### config.mk
export PLATFORM = sky130hd
export DESIGN_NAME = trg_src_sched
export DESIGN_NICKNAME = d
export VERILOG_FILES = /design/src/rtl/trg_src_sched.sv
export SDC_FILE = /design/constraint.sdc
export NUM_CORES = 1
export LEC_CHECK = 0
export ABC_AREA = 1
export ABC_CLOCK_PERIOD_IN_PS = 1910
export BUFFER_PORTS_ARGS = -buffer_cell sky130_fd_sc_hd__buf_2
export CAP_MARGIN = 10
export CORE_MARGIN = 2
export CORE_UTILIZATION = 53
export CTS_CLUSTER_SIZE = 25
export DETAILED_ROUTE_END_ITERATION = 16
export PLACE_DENSITY = 0.86
export SLEW_MARGIN = 20
export SYNTH_ARGS = -nofsm -noshare
export SYNTH_HDL_FRONTEND = slang
export SYNTH_SLANG_ARGS = --single-unit
### constraint.sdc
create_clock -name clk_in -period 1.91 [get_ports clk_in]
set_clock_uncertainty 0.1 [all_clocks]
set_input_delay 0 -clock clk_in [delete_from_list [all_inputs] [get_ports clk_in]]
set_output_delay 0 -clock clk_in [all_outputs]
set_load 0.01 [all_outputs]
### src/rtl/trg_src_sched.sv
// Trigger-source scheduler: edge capture, busy/enable gating, round-robin grant, req/ack handshake, dead time.
// Optional build macro TRG_SRC_STAT_EN adds the saturating dropped-edge counter on drop_cnt_out.
module trg_src_sched #(
  parameter int CNT_W  = 16,
  parameter int DEAD_W = 8
) (
  input  logic              clk_in,
  input  logic              rst_in,
  input  logic              trg_enb_in,
  input  logic [2:0]        src_trg_in,
  input  logic [2:0]        src_mask_in,
  input  logic [1:0]        busy_syn_in,
  input  logic              pmu_busy_in,
  input  logic              busy_ignore_in,
  input  logic [DEAD_W-1:0] trg_dead_time_in,
  input  logic              trg_ack_in,
  output logic              trg_req_out,
  output logic [1:0]        trg_src_out,
  output logic [CNT_W-1:0]  trg_id_out,
  output logic [CNT_W-1:0]  drop_cnt_out,
  input  logic              stat_clr_in
);

  typedef enum logic [1:0] {
    IDLE = 2'd0,
    REQ  = 2'd1,
    DEAD = 2'd2
  } state_t;

  state_t             state, state_nxt;
  logic [2:0]         src_q, src_q2;
  logic [2:0]         pend, pend_nxt;
  logic [1:0]         last_grant;
  logic [DEAD_W-1:0]  dead_cnt;

  logic               busy;
  logic [2:0]         rise, set_vec, clr_vec, drop;
  logic               ack_hit;
  logic               grant_vld, do_grant;
  logic [1:0]         grant_idx, cand;

  function automatic logic [1:0] inc3(input logic [1:0] v);
    return (v == 2'd2) ? 2'd0 : v + 2'd1;
  endfunction

  // Two-stage source pipeline: an edge seen at edge n lands in pend at n+1.
  always_comb begin
    busy     = (|busy_syn_in | pmu_busy_in) & ~busy_ignore_in;
    rise     = src_q & ~src_q2;
    set_vec  = rise & src_mask_in & {3{trg_enb_in}};
    ack_hit  = (state == REQ) && trg_ack_in;
    clr_vec  = ack_hit ? (3'b001 << trg_src_out) : 3'b000;
    // A fresh edge on the source being acknowledged re-arms it instead of counting as a drop.
    drop     = set_vec & pend & ~clr_vec;
    pend_nxt = trg_enb_in ? ((pend & ~clr_vec) | set_vec) : 3'b000;
  end

  // Round-robin search starting one past the last granted source.
  always_comb begin
    // NOTE: every variable written here gets a default first, so no path leaves it unassigned and no latch is inferred.
    grant_vld = 1'b0;
    grant_idx = 2'd0;
    cand      = inc3(last_grant);
    for (int k = 0; k < 3; k++) begin
      if (!grant_vld && pend[cand]) begin
        grant_vld = 1'b1;
        grant_idx = cand;
      end
      cand = inc3(cand);
    end
  end

  always_comb begin
    state_nxt = state;
    do_grant  = 1'b0;
    unique case (state)
      IDLE: begin
        if (trg_enb_in && !busy && grant_vld) begin
          do_grant  = 1'b1;
          state_nxt = REQ;
        end
      end
      REQ: begin
        if (trg_ack_in)       state_nxt = DEAD;
        else if (!trg_enb_in) state_nxt = IDLE;
      end
      DEAD: begin
        if (dead_cnt == '0) state_nxt = IDLE;
      end
      default: state_nxt = IDLE;
    endcase
  end

  always_ff @(posedge clk_in or negedge rst_in) begin
    if (!rst_in) begin
      // NOTE: sequential state uses non-blocking assignments so every register samples pre-edge values.
      state       <= IDLE;
      src_q       <= '0;
      src_q2      <= '0;
      pend        <= '0;
      last_grant  <= 2'd2;
      trg_src_out <= 2'd0;
      dead_cnt    <= '0;
      trg_id_out  <= '0;
    end else begin
      state  <= state_nxt;
      src_q  <= src_trg_in;
      src_q2 <= src_q;
      pend   <= pend_nxt;
      if (do_grant) begin
        trg_src_out <= grant_idx;
        last_grant  <= grant_idx;
      end
      // Dead time is sampled only at ack; later changes do not affect the running period.
      if (ack_hit) begin
        dead_cnt   <= trg_dead_time_in;
        trg_id_out <= trg_id_out + 1'b1;
      end else if (state == DEAD && dead_cnt != '0) begin
        dead_cnt <= dead_cnt - 1'b1;
      end
    end
  end

  assign trg_req_out = (state == REQ);

`ifdef TRG_SRC_STAT_EN
  logic [CNT_W-1:0] drop_cnt;
  logic [1:0]       n_drop;
  logic [CNT_W:0]   drop_sum;

  assign n_drop   = 2'(drop[0]) + 2'(drop[1]) + 2'(drop[2]);
  assign drop_sum = {1'b0, drop_cnt} + (CNT_W+1)'(n_drop);

  always_ff @(posedge clk_in or negedge rst_in) begin
    if (!rst_in)              drop_cnt <= '0;
    else if (stat_clr_in)     drop_cnt <= '0;
    else if (drop_sum[CNT_W]) drop_cnt <= '1;
    else                      drop_cnt <= drop_sum[CNT_W-1:0];
  end

  assign drop_cnt_out = drop_cnt;
`else
  logic unused_stat;
  assign unused_stat  = ^{stat_clr_in, drop};
  assign drop_cnt_out = '0;
`endif

endmodule

Word-level counts from Yosys, hierarchy flattened
Index checks and enable logic that the tools add are counted.

word-level totals
  input bits = 23
  flip-flop bits (word level) = 39
  output and inout port bits = 35

cells by class
  $lt $le $gt $ge = 3
  eq/ne operators = 8
  bitwise operators = 10
  mux-type cells = 26
  add/subtract/negate cells = 5
  reductions and logical operators = 15
  shift-type cells = 1

operator list
  kind                                                                    count
  2-bit 2-to-1 mux                                                        10
  16-bit by 1-bit adder with 16-bit output (second input constant)        1
  8-bit 2-to-1 mux                                                        2
  3-bit bitwise AND                                                       4
  2-bit by 3-bit < comparator with 1-bit output (second input constant)   3
  2-bit equality test (second input constant)                             4
  8-bit zero test                                                         1
  1-bit 2-to-1 mux                                                        8
  8-bit nonzero test                                                      1
  8-bit by 1-bit subtractor with 8-bit output (second input constant)     1
  2-bit by 1-bit adder with 2-bit output (second input constant)          3
  1-bit binary-select mux with 2-bit select                               3
  1-bit logical AND                                                       6
  3-bit 2-to-1 mux                                                        2
  3-bit inverter                                                          2
  2-bit one-hot mux with 3 select lines                                   1
  2-bit inequality test (second input constant)                           2
  1-bit zero test                                                         3
  3-bit inequality test (second input constant)                           1
  3-bit OR                                                                1
  3-bit AND reduction                                                     1
  1-bit by 2-bit << shifter with 3-bit output (first input constant)      1
  2-bit by 1-bit equality test with 1-bit output (second input constant)  1
  2-bit zero test                                                         1
  other kinds (5)                                                         5

Logic depth before layout (Yosys ltp)
  depth in word-level cells = 14
  mapped depth = 11
  mapped depth without buffers = 10

Worst setup path before layout
OpenSTA, ideal clock, no wires.

  kind = reg-to-reg
  start point = register last_grant[1]
  end point = register trg_src_out[1]
  clock period less this slack = 1.472 ns
  setup slack = 0.438 ns
  stages on the path, launching flop included = 11
  required time = 1.692 ns
  library setup time = 0.118 ns
  arrival time = 1.254 ns
  cell sequence = dfstp_2 > buf_4 > inv_2 > nand3_2 > inv_1 > nor2_2 > nand3_1 > nand2_2 > inv_1 > nand2_1 > nand2_1

between the ends
  longest elaborated chain between the ends = 14
  elaborated cells between the ends (all ways) = 28

ends and longest elaborated chain
  element                                                                                          line  source
  start, declared                                                                                  33    logic [1:0] last_grant;
  start signal, assigned                                                                           112   last_grant <= grant_idx;
  2-bit by 1-bit adder with 2-bit output or 2-bit equality test (tied branches)                    43    return (v == 2'd2) ? 2'd0 : v + 2'd1;
  2-bit 2-to-1 mux (*)                                                                             43
  parallel branches: the longest is 12 deep, another holds 2-bit by 1-bit adder with 2-bit output  -
  end signal, assigned                                                                             111   trg_src_out <= grant_idx;
  end, declared                                                                                    18    output logic [1:0] trg_src_out,

Mark *: on every way between the ends. The select of a mux whose other input is x is not followed.
A chain may end at the register's enable or synchronous reset.

Worst setup path in the final report
  start point = register state[1]
  end point = register pend[2]

between the ends
  longest elaborated chain between the ends = 7

ends and longest elaborated chain
  element                                         line  source
  start, declared                                 30    state_t state, state_nxt;
  start signal, assigned                          106   state <= state_nxt;
  2-bit by 1-bit equality test with 1-bit output  51    ack_hit = (state == REQ) && trg_ack_in;
  1-bit logical AND                               51
  3-bit 2-to-1 mux                                52    clr_vec = ack_hit ? (3'b001 << trg_src_out) : 3'b000;
  3-bit inverter                                  55    pend_nxt = trg_enb_in ? ((pend & ~clr_vec) | set_vec) : 3'b000;
  3-bit bitwise AND                               55
  3-bit OR                                        55
  3-bit 2-to-1 mux                                55
  via pend_nxt[2]                                 32    logic [2:0] pend, pend_nxt;
  end signal, assigned                            109   pend <= pend_nxt;
  end, declared                                   32

The timed path passes the listed nets, and every way through them passes these cells.

==> reports/qor.csv <==
metric,value,unit
insertion_delay,300,ps
crit_path_end_kind,flop,
finalCritPeriodShare,0.916,
gp_congestion,0.793,
cp.depth,8,
antenna_found_initial,0,
die_h,69.0,um
fin_ws,161,ps
cts_buffer_depth,2,
slowest_stage,dlygate4sd3_1,
fin_hold_ws,99.8,ps
p_per_area,1080,nW/um^2
dpl.cell_count,366,
setup_violations,0,
dp_slack,321,ps
htreeDepth,2,
reg2reg_slack,160,ps
status,finished clean,
vias,1905,
ir_drop,530,uV
path_delay_family,buffers and inverters,
cpPeakStageDelay,560,ps
grt_pass1_vias,1789,
synth_seq_cells,38,
yosysWarningCount,0,
place_hpwl,3060,um
required,1990,ps
rsz0062_at_grt,false,
rows,23,
critPathKind,reg2reg,
start_util,0.557,
fin_nets,369,
final_cells,394,
slew_headroom,0.451,
crit_fanout,4,
syn_area_per_cell,7.95,sq um
crit_chain,inv_1 -> nand2_2 -> nor2_4 -> buf_6 -> nand3_1 -> nand2_1 -> a21oi_1 -> dlygate4sd3_1,
r2r-end,pend[2],
cts_buffers,5,
hold_path_class,in2reg,
tightest_slew,824,ps
ys_seq_area_frac,0.425,
max_freq,572,MHz
timing.rr.start,state[1],
worstRegToRegCells,8,
hold_path_end,state[0],
viasPerCell,4.84,
slew_viol_final,0,
finalWirelength,4360,um
grt_pass1_wl,7590,um
dpl-instance-area,2390,sq um
wl_per_cell,11.1,um
final_core_util,0.671,
period_needed,1750,ps
drv_cap,0,
p_total,2.91,mW
ys_types,33,
final_common_cell,nand2_1,
final_cell_mix,"nand2_1, buf_2, dfrtp_1",
netlist_area,2240,sq um
final_cell_area,2700,sq um
track_usage,0.196,
synth_cells,282,
core-area,4030,sq um
clockRootBuffer,clkbuf_8,
setup_tns,0,ps
drc_errors,0,
synthToLayoutAreaGrowth,20.5,%
leakagePower,1.47,nW
start_kind,flop,
io_buffers,40,
clk_pin_slew,70,ps
holdPathStages,5,
crit_buf_inv,3,
drive_gt1_frac,0.206,
die_area,4770,sq um
drt_iter0_drc,65,
grt_overflow,0,
ant_nets,0,
final-hold-violation-count,0,
diodes,0,
grt_max_degree,39,
arrival,1830,ps
dr.pass1.iters,4,
boundaryPins,58,
hold_start,pmu_busy_in,
cts_tree,done,
clkSinkCount,38,
die_w,69.0,um
[how the worst max path moves through the flow]
stage                     slack, ps     startpoint             end
final                           160       state[1]         pend[2]
after CTS                        60       state[1]         pend[2]
after global placement          360  last_grant[1]  trg_src_out[1]
after global routing             60       state[1]         pend[2]
after floorplan                 440  last_grant[1]  trg_src_out[1]
after detailed placement        320  last_grant[1]  trg_src_out[1]
[what timing repair did]
action	CTS	global route
hold endpoints to repair	53	0
setup buffers	0	1
resized for setup	0	1
endpoints found under the setup margin	0	1
hold buffers	19	0
[registers in the layout, summed over array words and instances (netlist names)]
| register | cells |
|---|---|
| dead_cnt | 8 |
| last_grant | 1 |
| pend | 3 |
| src_q | 3 |
| src_q2 | 3 |
| state | 2 |
| trg_id_out | 16 |
| trg_src_out | 2 |
[worst min-delay path, cell delays in order]
cell,delay [ps]
buf_2,80
nor3_1,30
o21a_1,170
nand2_2,100
o31ai_1,80
[layout make-up]
type	count	area [sq um]
Clock inverter	1	30.0
Multi-Input combinational cell	198	1020
Timing Repair Buffer	62	417
Tap cell	50	62.6
Sequential cell	38	952
Clock buffer	7	76.3
Fill cell	326	1330
Inverter	38	143
[logic make-up (layout without fill, tap and decap cells)]
logic type / Yosys count / count (layout) / share of synthesized area
fa+ha+maj: 3 / 3 / 0.0167
simple gates: 147 / 147 / 0.309
buf+inv: 61 / 108 / 0.145
compound gates: 19 / 19 / 0.0530
other cells: 1 / 16 / 0.00167
flops: 38 / 38 / 0.425
xor+xnor: 13 / 13 / 0.0508
[cell usage after synthesis]
cell type | count | area share
nand3_1 | 22 | 0.049
nand2_4 | 2 | 0.010
buf_6 | 3 | 0.015
o21ai_0 | 5 | 0.011
a21oi_1 | 3 | 0.0067
inv_2 | 2 | 0.0033
conb_1 | 1 | 0.0017
nand2_1 | 76 | 0.13
or2_2 | 2 | 0.0056
nor4_1 | 1 | 0.0028
nor3_2 | 1 | 0.0045
o31ai_1 | 3 | 0.010
dfstp_2 | 1 | 0.012
nand4_2 | 1 | 0.0056
buf_2 | 1 | 0.0022
ha_1 | 3 | 0.017
nand3_2 | 1 | 0.0045
o21a_1 | 1 | 0.0033
inv_1 | 36 | 0.060
nand2_2 | 3 | 0.0084
nor3_1 | 4 | 0.0089
o21ai_1 | 3 | 0.0067
nand3b_1 | 3 | 0.010
xor2_1 | 11 | 0.043
o211ai_1 | 1 | 0.0033
nor2_2 | 3 | 0.0084
nor2_1 | 19 | 0.032
dfrtp_1 | 37 | 0.41
nor2_4 | 3 | 0.015
nand4_1 | 6 | 0.017
o21ai_2 | 3 | 0.012
buf_4 | 19 | 0.064
xnor2_1 | 2 | 0.0078
[layer usage]
metal	wire length (um)	vias to the layer above	global-route usage
li1	-	966	-
met1	1950	889	0.237
met2	2180	43	0.341
met3	165	7	0.0453
met4	59	0	0.0697
met5	0	-	0
[where the power goes]
group / switching, mW / total, mW / internal (mW)
Clock: 0.289 / 0.680 / 0.391
Sequential: 0.177 / 1.15 / 0.976
Combinational: 0.658 / 1.07 / 0.416
Total: 1.12 / 2.91 / 1.78
Power figures use the tool's default switching activity.
